`config.mk`:
```
export PLATFORM = sky130hd
export DESIGN_NAME = seg_scan_driver
export DESIGN_NICKNAME = d
export VERILOG_FILES = /design/src/rtl/seg_pkg.sv /design/src/rtl/seg_refresh_prescaler.sv /design/src/rtl/seg_scan_driver.sv
export SDC_FILE = /design/constraint.sdc
export NUM_CORES = 1
export LEC_CHECK = 0
export BUFFER_PORTS_ARGS = -buffer_cell sky130_fd_sc_hd__buf_4
export CAP_MARGIN = 10
export CORE_MARGIN = 5
export CORE_UTILIZATION = 29
export CTS_CLUSTER_DIAMETER = 80
export DETAILED_ROUTE_END_ITERATION = 6
export GPL_TIMING_DRIVEN = 0
export PLACE_DENSITY = 0.54
export SKIP_CTS_REPAIR_TIMING = 1
export SLEW_MARGIN = 40
export SYNTH_ARGS = -nofsm -noshare
export SYNTH_HDL_FRONTEND = slang
export SYNTH_SLANG_ARGS = --single-unit
```
`constraint.sdc`:
```
create_clock -name clk -period 2.82 [get_ports clk]
set_input_delay 0.282 -clock clk [delete_from_list [all_inputs] [get_ports clk]]
set_output_delay 0.282 -clock clk [all_outputs]
set_load 0.02 [all_outputs]
```
`src/rtl/seg_pkg.sv`:
```
`default_nettype none
// ============================================================================
// Module   : seg_pkg
// Brief    : Shared constants and digit-enable helper for the seven-segment
//            scan driver.
// Revision : 1.0 - initial release
// ============================================================================
package seg_pkg;

    // Width of one displayed digit (hex nibble).
    localparam int NIBBLE_W   = 4;
    // Upper bound on digits the enable helper can produce.
    localparam int MAX_DIGITS = 32;
    localparam int SEL_IDX_W  = $clog2(MAX_DIGITS);

    // One-hot digit enable for the scanned digit, all-inactive when en is low,
    // polarity flipped for common-anode drivers that enable on a low level.
    // Callers truncate the result to their own digit count.
    function automatic logic [MAX_DIGITS-1:0] digit_sel_onehot(
        input logic [SEL_IDX_W-1:0] idx,
        input logic                 en,
        input logic                 active_low
    );
        logic [MAX_DIGITS-1:0] sel;
        sel = en ? (MAX_DIGITS'(1) << idx) : '0;
        return active_low ? ~sel : sel;
    endfunction

endpackage
`default_nettype wire

```
`src/rtl/seg_refresh_prescaler.sv`:
```
`default_nettype none
// ============================================================================
// Module   : seg_refresh_prescaler
// Brief    : Counts clock cycles within one digit slot and flags the last one.
// Revision : 1.0 - initial release
// ============================================================================
module seg_refresh_prescaler #(
    parameter  int DIV   = 4,
    localparam int CNT_W = (DIV > 1) ? $clog2(DIV) : 1
) (
    input  logic             clk,
    input  logic             rst,
    output logic [CNT_W-1:0] cnt,
    output logic             slot_end
);

    logic [CNT_W-1:0] cnt_q;
    logic [CNT_W-1:0] cnt_d;

    assign slot_end = (cnt_q == CNT_W'(DIV - 1));
    assign cnt      = cnt_q;

    // Next count: wrap to zero at the end of the slot.
    always_comb begin
        cnt_d = slot_end ? '0 : cnt_q + 1'b1;
    end

    // Slot counter register.
    always_ff @(posedge clk or posedge rst) begin
        if (rst) begin
            cnt_q <= '0;
        end else begin
            cnt_q <= cnt_d;
        end
    end

endmodule
`default_nettype wire

```
`src/rtl/seg_scan_driver.sv`:
```
`default_nettype none
// ============================================================================
// Module   : seg_scan_driver
// Brief    : Time-multiplexed common-anode seven-segment scanner with
//            frame-aligned loads, guard cycles and leading-zero blanking.
// Revision : 1.0 - initial release
// ============================================================================
module seg_scan_driver
    import seg_pkg::*;
#(
    parameter int NUM_DIGITS       = 4,
    parameter int REFRESH_DIV      = 50000,
    parameter int GUARD_CYCLES     = 2,
    parameter int DIGIT_ACTIVE_LOW = 1
) (
    input  logic                           clk,
    input  logic                           rst,
    input  logic                           load,
    input  logic [NIBBLE_W*NUM_DIGITS-1:0] value_in,
    input  logic                           lz_en,
    output logic [NIBBLE_W-1:0]            nibble_out,
    output logic [NUM_DIGITS-1:0]          digit_sel,
    output logic                           frame_start
);

    localparam int CNT_W = (REFRESH_DIV > 1) ? $clog2(REFRESH_DIV) : 1;
    localparam int IDX_W = (NUM_DIGITS > 1) ? $clog2(NUM_DIGITS) : 1;
    localparam int VAL_W = NIBBLE_W * NUM_DIGITS;

    logic [CNT_W-1:0]      cnt;
    logic                  slot_end;
    logic                  last_digit;
    logic                  transfer;
    logic                  guard_done;
    logic                  digit_en;
    logic                  cur_blank;
    logic [NIBBLE_W-1:0]   cur_nibble;
    logic [NUM_DIGITS-1:0] blank;
    logic                  zeros_above;

    logic [IDX_W-1:0] idx_q,         idx_d;
    logic [VAL_W-1:0] disp_q,        disp_d;
    logic [VAL_W-1:0] pend_q,        pend_d;
    logic             pend_v_q,      pend_v_d;
    logic             lz_q,          lz_d;
    logic             frame_start_q, frame_start_d;

    seg_refresh_prescaler #(
        .DIV (REFRESH_DIV)
    ) u_prescaler (
        .clk      (clk),
        .rst      (rst),
        .cnt      (cnt),
        .slot_end (slot_end)
    );

    // The frame ends when the last digit's slot ends; with a single digit
    // that is every slot end.
    assign last_digit = (idx_q == IDX_W'(NUM_DIGITS - 1));
    assign transfer   = slot_end & last_digit;

    // Digits stay dark for the first GUARD_CYCLES of each slot so the
    // previous digit's segments have discharged before the next anode turns on.
    generate
        if (GUARD_CYCLES > 0) begin : g_guard
            assign guard_done = (cnt >= CNT_W'(GUARD_CYCLES));
        end else begin : g_no_guard
            assign guard_done = 1'b1;
        end
    endgenerate

    // Scan index, load buffering and frame-aligned display update.
    always_comb begin
        idx_d         = idx_q;
        disp_d        = disp_q;
        pend_d        = pend_q;
        pend_v_d      = pend_v_q;
        lz_d          = lz_en;
        frame_start_d = transfer;

        if (slot_end) begin
            idx_d = last_digit ? '0 : idx_q + 1'b1;
        end

        if (load) begin
            pend_d   = value_in;
            pend_v_d = 1'b1;
        end

        // A load in the transfer cycle itself goes straight to the display so
        // it is not deferred by a whole frame.
        if (transfer) begin
            if (load) begin
                disp_d   = value_in;
                pend_v_d = 1'b0;
            end else if (pend_v_q) begin
                disp_d   = pend_q;
                pend_v_d = 1'b0;
            end
        end
    end

    // Leading-zero blanking and selection of the scanned digit's nibble.
    always_comb begin
        blank       = '0;
        zeros_above = 1'b1;
        cur_nibble  = '0;
        cur_blank   = 1'b0;
        for (int i = NUM_DIGITS - 1; i > 0; i--) begin
            zeros_above = zeros_above & (disp_q[i*NIBBLE_W +: NIBBLE_W] == '0);
            blank[i]    = lz_q & zeros_above;
        end
        for (int i = 0; i < NUM_DIGITS; i++) begin
            if (idx_q == IDX_W'(i)) begin
                cur_nibble = disp_q[i*NIBBLE_W +: NIBBLE_W];
                cur_blank  = blank[i];
            end
        end
    end

    assign digit_en    = guard_done & ~cur_blank;
    assign nibble_out  = cur_nibble;
    assign digit_sel   = NUM_DIGITS'(digit_sel_onehot(SEL_IDX_W'(idx_q), digit_en,
                                                      DIGIT_ACTIVE_LOW != 0));
    assign frame_start = frame_start_q;

    // State registers; a reset drops any pending load.
    always_ff @(posedge clk or posedge rst) begin
        if (rst) begin
            idx_q         <= '0;
            disp_q        <= '0;
            pend_q        <= '0;
            pend_v_q      <= 1'b0;
            lz_q          <= 1'b0;
            frame_start_q <= 1'b0;
        end else begin
            idx_q         <= idx_d;
            disp_q        <= disp_d;
            pend_q        <= pend_d;
            pend_v_q      <= pend_v_d;
            lz_q          <= lz_d;
            frame_start_q <= frame_start_d;
        end
    end

endmodule
`default_nettype wire
```
* Word-level counts from Yosys, hierarchy flattened
Cells that the tools add are included.
** Operators by class
- $lt $le $gt $ge :: 1
- $add $sub $neg :: 2
- Div/mod/pow operators :: 0
- Reductions and logical operators :: 6
- Bitwise logic cells :: 9
- Eq/ne operators :: 4
- Mux-type cells :: 16
- Shift-type cells :: 1
- Multiply operators :: 0
** Operator list (number)
- 2-to-1 mux 16 bit :: 3
- 2-to-1 mux 4 bit :: 5
- adder 16 x 1 -> 16 bit (second input constant) :: 1
- equality test 16 bit (second input constant) :: 1
- greater-or-equal comparator 16 x 2 -> 1 bit (second input constant) :: 1
- zero test 4 bit :: 3
- bitwise AND 1 bit :: 7
- 2-to-1 mux 1 bit :: 7
- equality test 2 bit (second input constant) :: 2
- inverter 4 bit :: 1
- left shift 1 x 2 -> 4 bit (first input constant) :: 1
- adder 2 x 1 -> 2 bit (second input constant) :: 1
- equality test 2 x 1 -> 1 bit (second input constant) :: 1
- zero test 2 bit :: 1
- 2-to-1 mux 2 bit :: 1
- AND reduction 2 bit :: 1
- nonzero test 2 bit :: 1
- inverter 1 bit :: 1
** Storage, ports and cells
- Bits in latches :: 0
- Input port bits :: 20
- ROM bits :: 0
- Memories kept :: 0
- Bits in registers :: 53
- Memory bits (writable) :: 0
- Output and inout bits :: 9

* Logic depth before layout (Yosys ltp)
Gate-level depths: netlist (run 1).
- Depth after elaboration :: 11
- Depth in mapped cells :: 7

* Cells and area by module
Synthesis (run 1) repeated with hierarchy kept, for this count alone.
** Unflattened totals
- Cells, all modules :: 203
- Area, all modules :: 2427.3 sq um
** By module, submodules not included
- seg_scan_driver :: cells an instance 135, area each 1670.4 sq um, instances 1
- seg_refresh_prescaler :: cells an instance 68, area each 757.0 sq um, instances 1

* Worst setup path before layout (run 1)
No wires, ideal clock.
- Path type :: reg-to-reg
- From :: register u_prescaler.cnt_q[1] (netlist: u_prescaler.cnt[1])
- To :: register disp_q[0]
- Cell stages (with the launch flop) :: 8
- Buffers on the path :: 2
- Data required time :: 2.695 ns
- Slack :: 0.836 ns
- Arrival time :: 1.859 ns
- Period minus slack after synthesis :: 1.984 ns
- Cells stage by stage :: dfrtp_1 -> ha_1 -> and4_1 -> nand4_2 -> or3b_1 -> buf_6 -> buf_12 -> mux2_4
** Between the ends
- Longest elaborated chain between the ends :: 3
** Ends and longest elaborated chain
- start, declared :: RTL line seg_refresh_prescaler.sv:17 : logic [CNT_W-1:0] cnt_q;
- start signal, assigned :: RTL line seg_refresh_prescaler.sv:33 : cnt_q <= cnt_d;
- equality test 16 bit :: RTL line seg_refresh_prescaler.sv:20 : assign slot_end = (cnt_q == CNT_W'(DIV - 1));
- bitwise AND 1 bit :: RTL line seg_scan_driver.sv:60 : assign transfer = slot_end & last_digit;
- AND reduction 2 bit (no source line)
- end signal, assigned :: RTL line seg_scan_driver.sv:138 : disp_q <= disp_d;
- end, declared :: RTL line seg_scan_driver.sv:42 : logic [VAL_W-1:0] disp_q, disp_d;
No other way between the ends.
A chain may end at the register's enable or synchronous reset.

* Worst setup path in the final report (run 1)
- From :: register idx_q[0]
- To :: output digit_sel[0]
** Between the ends
- Longest elaborated chain between the ends :: 8
** Ends and longest elaborated chain
- start, declared :: RTL line seg_scan_driver.sv:41 : logic [IDX_W-1:0] idx_q, idx_d;
- start signal, assigned :: RTL line seg_scan_driver.sv:137 : idx_q <= idx_d;
- equality test 2 x 1 -> 1 bit :: RTL line seg_scan_driver.sv:114 : if (idx_q == IDX_W'(i)) begin
- 2-to-1 mux 1 bit (3 in a row) :: RTL line seg_scan_driver.sv:114
- inverter 1 bit :: RTL line seg_scan_driver.sv:121 : assign digit_en = guard_done & ~cur_blank;
- bitwise AND 1 bit :: RTL line seg_scan_driver.sv:121
- 2-to-1 mux 4 bit * :: RTL line seg_pkg.sv:25 : sel = en ? (MAX_DIGITS'(1) << idx) : '0;
- inverter 4 bit * :: RTL line seg_pkg.sv:26 : return active_low ? ~sel : sel;
- end, declared :: RTL line seg_scan_driver.sv:22 : output logic [NUM_DIGITS-1:0] digit_sel,
Mark *: on every way between the ends. The rest lies on a longest branch, timed or not.

==> results.yml, run 1 <==
worst_setup_path:
  critical_path_class: "reg2out"
  cp-start-kind: "register"
  cpLargestDelayFamily: "buffers and inverters"
  cp.required_ns: 2.54
  crit_buf_inv: 3
  reg2reg_slack_ns: 0.62
  crit_path_top_delay_cell: "dfrtp_1"
  ff2ff_path_depth: 7
  cp.arrival_ns: 2.07
  worst_path_largest_cell_delay_ns: 0.42
  crit_fanout: 10
  regToRegStartpoint: "u_prescaler.cnt[1]"
  end_kind: "output port"
  r2r_end: "disp_q[4]"
  crit_cells: 7
  cp_cell_sequence: "inv_1 > ha_1 > clkbuf_1 > a211oi_1 > or3_1 > nand3_1 > buf_4"
global_routing:
  grt_pass1_vias: 1564
  antenna_found_initial: 0
  grt_max_degree: 35
  grt.total_usage_pct: 9.46
  grt_pass1_wl_um: 7750
  grt_overflow: 0
final_layout:
  utilization_pct: 34.7
  regArea_um2: 1330
  fillers: 880
  area_delta_synth_final_pct: 18.7
  drive_above_1_share_pct: 32.8
  multiInputGateArea_um2: 1110
  n_antenna_cell: 0
  finalNetCount: 269
die:
  boundaryPins: 29
  dieArea_um2: 10600
  core_area_um2: 8590
  die_x_um: 103
  die_h_um: 103
  start_util_pct: 29.2
  rows: 34
route:
  detail-route-antenna-nets: 0
  first_pass_iters: 4
  num_vias: 1651
  drt_iter0_markers: 50
  drc: 0
  vias_per_cell: 4.69
  totalWireLength_um: 4850
  wl_per_cell_um: 13.8
hold_path:
  min_to: "lz_q"
  hold_depth: 1
  min-delay-start: "lz_en"
  hold_path.class: "in2reg"
cts:
  cts_inserted_buffers: 5
  root_buffer: "clkbuf_8"
  cts_tree: "done"
  clkTransAtPathRegs_ns: 0.10
  clkLatencyLatePin_ns: 0.30
  cts.sinks: 53
  clock_path_buffers: 2
  cts-htree-levels: 2
power:
  powerDensity_nw_per_um2: 437
  p_leak_nw: 1.39
  finalPower_w: 0.00130
  ir_drop_v: 0.000205
synth:
  synth_compound_gate_area_share_pct: 3.29
  synth_cell_type_count: 36
  synth_mux_area_share_pct: 16.7
  yosys.area_share.adder_pct: 2.99
  ys_seq_elements: 53
  syn_nets: 233
  syn-cell-area_um2: 2510
  synthSimpleGateAreaFrac_pct: 16.8
  synth_top_area_share_pct: 52.8
  synth_top_area_cell: "dfrtp_1"
  ys_top_cells_by_area: "dfrtp_1, mux2_2, mux2_4"
  ys_seq_area_share_pct: 52.8
  synth_top_family_by_area: "simple AND/OR/NAND/NOR gates"
  synthCells: 207
  synth.avg_cell_area_um2: 12.1
  synth_warnings: 0
  synth-xor-area-share_pct: 4.19
sta:
  slew_violations: 0
  max-slew-margin-rel_pct: 60.7
  fin_crit_ns: 2.35
  setup_viol_count_final: 0
  hold_ws_ns: 0.0775
  rsz0062_at_grt: "false"
  setup_tns_ns: 0
  post-route-period-util_pct: 83.4
  tightest_slew_ns: 0.585
  skew_ns: 0.00956
  max_freq_mhz: 425
  hold_viol: 0
placed_design:
  hpwlAfterDp_um: 3560
  port_buffers: 27
  gp_congestion: 0.778
job:
  cap_violations: 0
status:
  status: "finished, final reports clean"
==> cell families (layout without fill, tap and decap cells) <==
logic type | after synthesis | count (layout)
simple gates | 72 | 72
flops | 53 | 53
xor+xnor | 12 | 12
mux | 34 | 34
fa+ha+maj | 6 | 6
compound gates | 16 | 16
buf+inv | 14 | 51
==> registers in the layout, indices dropped and copies added, names as in the netlist <==
name and count:
disp_q 16, pend_q 16, u_prescaler.cnt 16, idx_q 2, frame_start 1, lz_q 1, pend_v_q 1
==> per-stage QoR <==
| step | cells | cell area (um^2) | setup WS [ns] |
|---|---|---|---|
| 2_1_floorplan | 207 | 2510 | 0.836 |
| 3_3_place_gp | 342 | 2850 | 0.534 |
| 3_5_place_dp | 343 | 2880 | 0.635 |
| 4_1_cts | 351 | 2970 | 0.457 |
| 5_1_grt | 352 | 2980 | 0.318 |
| 6_report | 352 | 2980 | 0.467 |
==> power breakdown <==
| part | leakage, nW | switching, W | internal, W |
|---|---|---|---|
| Sequential | 0.682 | 0.00000515 | 0.000782 |
| Clock | 0.0445 | 0.000260 | 0.000177 |
| Combinational | 0.660 | 0.0000361 | 0.0000416 |
==> area by class of cell <==
type | count | area share, %
buffer | 9 | 2.02
sequential | 53 | 44.5
timing repair buffer | 29 | 7.81
tap | 108 | 4.54
clock inverter | 3 | 0.714
multi-input combinational | 140 | 37.4
inverter | 5 | 0.714
clock buffer | 5 | 2.31
==> cell usage in the layout, fill, tap and decap left out, types with 2 or more instances in the layout <==
cell type  Yosys  layout
mux2_4        10      10
nor3_1         2       2
clkbuf_1       4       4
mux2_2        23      23
xnor2_1        7       7
o21ai_0        6       6
nand4_1        2       2
nor4_1         5       5
nand3b_1       4       4
nand3_1       13      13
nand2_1       15      15
nor2_1        12      12
nor4_4         1       2
a21oi_1        9       9
xor2_1         5       5
clkbuf_8       0       5
dfrtp_1       53      53
ha_1           6       6
and2_1         2       2
buf_12         1       2
inv_1          5       4
buf_4          0      27
and4_1         6       6
and3_1         2       2
==> cells in the mapped netlist (all sizes together) <==
cell type and instances:
buf 4, nand2 15, nand3 13, xor2 5, a21oi 9, dfrtp 53
nand4b 1, and4 6, or3 2, xnor2 7, and3 3, clkbuf 5
inv 5, nand3b 4, or3b 1, o21ai 6, and2 2, mux2 33
nand4 3, a211oi 1, nor4 7, nor2 12, mux2i 1, nor3 3
ha 6
==> per-layer routing <==
| metal | vias to the layer above | track usage, % | wire [um] |
|---|---|---|---|
| met1 | 806 | 12.1 | 2200 |
| li1 | 801 | - | - |
| met2 | 38 | 15.4 | 2290 |
| met5 | - | 0 | 0 |
| met3 | 6 | 2.98 | 306 |
| met4 | 0 | 2.49 | 48 |
==> worst max path at each step <==
stage	startpoint	end	slack (ns)
detailed placement	u_prescaler.cnt[1]	disp_q[4]	0.64
global placement	rst	pend_q[4]	0.53
finish	idx_q[0]	digit_sel[0]	0.47
CTS	idx_q[0]	digit_sel[0]	0.46
floorplan	u_prescaler.cnt[1]	disp_q[0]	0.84
global route	idx_q[0]	digit_sel[0]	0.32
Note: power is estimated with default switching activity, not from simulation.
==> run 2: changes to the inputs <==
--- a/config.mk
+++ b/config.mk
@@ -12,7 +12,7 @@
 export CTS_CLUSTER_DIAMETER = 80
 export DETAILED_ROUTE_END_ITERATION = 6
 export GPL_TIMING_DRIVEN = 0
-export PLACE_DENSITY = 0.54
+export PLACE_DENSITY = 0.56
 export SKIP_CTS_REPAIR_TIMING = 1
 export SLEW_MARGIN = 40
 export SYNTH_ARGS = -nofsm -noshare
==> constraint.sdc (replaced) <==
create_clock -name clk -period 2.15 [get_ports clk]
set_input_delay 0.215 -clock clk [delete_from_list [all_inputs] [get_ports clk]]
set_output_delay 0.215 -clock clk [all_outputs]
set_load 0.02 [all_outputs]
==> results.yml, run 2 (synthesized netlist as in run 1, its figures left out) <==
status:
  status: "finished, final reports clean"
route:
  drc: 0
  drt_iter0_markers: 45
  first_pass_iters: 4
  wl_per_cell_um: 13.7
  vias_per_cell: 4.74
  num_vias: 1693
  detail-route-antenna-nets: 0
  totalWireLength_um: 4890
job:
  cap_violations: 0
cts:
  clkTransAtPathRegs_ns: 0.10
  cts_inserted_buffers: 5
  cts.sinks: 53
  clock_path_buffers: 2
  clkLatencyLatePin_ns: 0.30
  cts-htree-levels: 2
  root_buffer: "clkbuf_8"
  cts_tree: "done"
global_routing:
  grt_pass1_wl_um: 8040
  grt.total_usage_pct: 9.65
  grt_pass1_vias: 1674
  grt_overflow: 0
  grt_max_degree: 32
  antenna_found_initial: 0
placed_design:
  gp_congestion: 0.761
  port_buffers: 27
  hpwlAfterDp_um: 3540
die:
  core_area_um2: 8590
  dieArea_um2: 10600
  die_h_um: 103
  die_x_um: 103
  rows: 34
  start_util_pct: 29.2
  boundaryPins: 29
sta:
  tightest_slew_ns: 0.566
  hold_viol: 0
  max-slew-margin-rel_pct: 62.0
  slew_violations: 0
  max_freq_mhz: 485
  fin_crit_ns: 2.06
  skew_ns: 0.00815
  post-route-period-util_pct: 95.8
  setup_viol_count_final: 0
  hold_ws_ns: 0.160
worst_setup_path:
  crit_path_top_delay_cell: "dfrtp_2"
  r2r_end: "disp_q[7]"
  cp_cell_sequence: "nor4_4 > nand2_2 > nand4b_1 > buf_4 > nand3_1 > buf_4"
  critical_path_class: "reg2out"
  regToRegStartpoint: "u_prescaler.cnt[5]"
  crit_fanout: 4
  end_kind: "output port"
  crit_top_cell: "buf_4"
  ff2ff_path_depth: 6
  cp-start-kind: "register"
  cp.required_ns: 1.93
  reg2reg_slack_ns: 0.09
  cp.arrival_ns: 1.85
  worst_path_largest_cell_delay_ns: 0.45
hold_path:
  hold_depth: 2
  min-delay-start: "value_in[4]"
  min_to: "pend_q[4]"
  hold_path.class: "in2reg"
final_layout:
  final_cell_mix: "dfrtp_1, buf_4, mux2_2"
  n_antenna_cell: 0
  finalNetCount: 274
  final_common_cell: "dfrtp_1"
  drive_above_1_share_pct: 39.0
  area_delta_synth_final_pct: 23.2
  utilization_pct: 36.0
power:
  ir_drop_v: 0.000249
  p_leak_nw: 1.41
  powerDensity_nw_per_um2: 545
[run 2: cell types whose count changed in the layout (fill, tap and decap cells not counted), sizes merged]
cell	delta
dlygate4sd3	+1
clkinvlp	+1
clkinv	-1
buf	+6
clkbuf	-1
inv	-1
[run 2: layout make-up]
class                   instances  area, um^2
flip-flops and latches         53        1330
multi-input cells             140        1170
plain buffers                   7        53.8
clock buffers                   6        72.6
inverters                       5        21.3
clock inverters                 2        15.0
repair buffers                 36         295
fillers                       866        5500
well taps                     108         135
[run 2: worst max-delay path by stage]
stage / start / endpoint / slack [ns] / cells past startpoint
floorplan: u_prescaler.cnt[1] / disp_q[0] / 0.17 / 7
global placement: rst / pend_q[4] / -0.09 / 2
detailed placement: u_prescaler.cnt[1] / disp_q[7] / -0.02 / 7
CTS: idx_q[0] / digit_sel[1] / -0.13 / 7
global route: idx_q[0] / digit_sel[0] / -0.01 / 5
finish: u_prescaler.cnt[5] / digit_sel[0] / 0.09 / 6
[run 2: critical path: cells and delay by family (launching register included)]
family	cells	cell delay (ns)
buf+inv	2	0.31
flops	1	0.45
simple gates	4	0.79
[run 2: power breakdown]
group | total [W] | switching, W | internal [W]
clock network | 0.000551 | 0.000321 | 0.000230
registers | 0.00103 | 0.00000686 | 0.00103
logic | 0.000103 | 0.0000472 | 0.0000557
[run 2: per-stage QoR]
stage               power [W]  area, um^2  setup slack (ns)  setup TNS [ns]  cells
floorplan             0.00111        2510             0.166               0    207
global placement      0.00115        2850           -0.0866           -4.64    342
detailed placement    0.00116        2880           -0.0203          -0.163    343
CTS                   0.00172        2970            -0.130          -0.740    351
global route          0.00177        3090           -0.0127         -0.0127    357
finish                0.00169        3090            0.0892               0    357
[run 2: metal layers]
| layer | up-vias | GRT usage, % | wire length (um) |
|---|---|---|---|
| met4 | 0 | 2.69 | 56 |
| li1 | 814 | - | - |
| met1 | 831 | 13.0 | 2220 |
| met5 | - | 0 | 0 |
| met2 | 41 | 15.4 | 2340 |
| met3 | 7 | 2.50 | 272 |
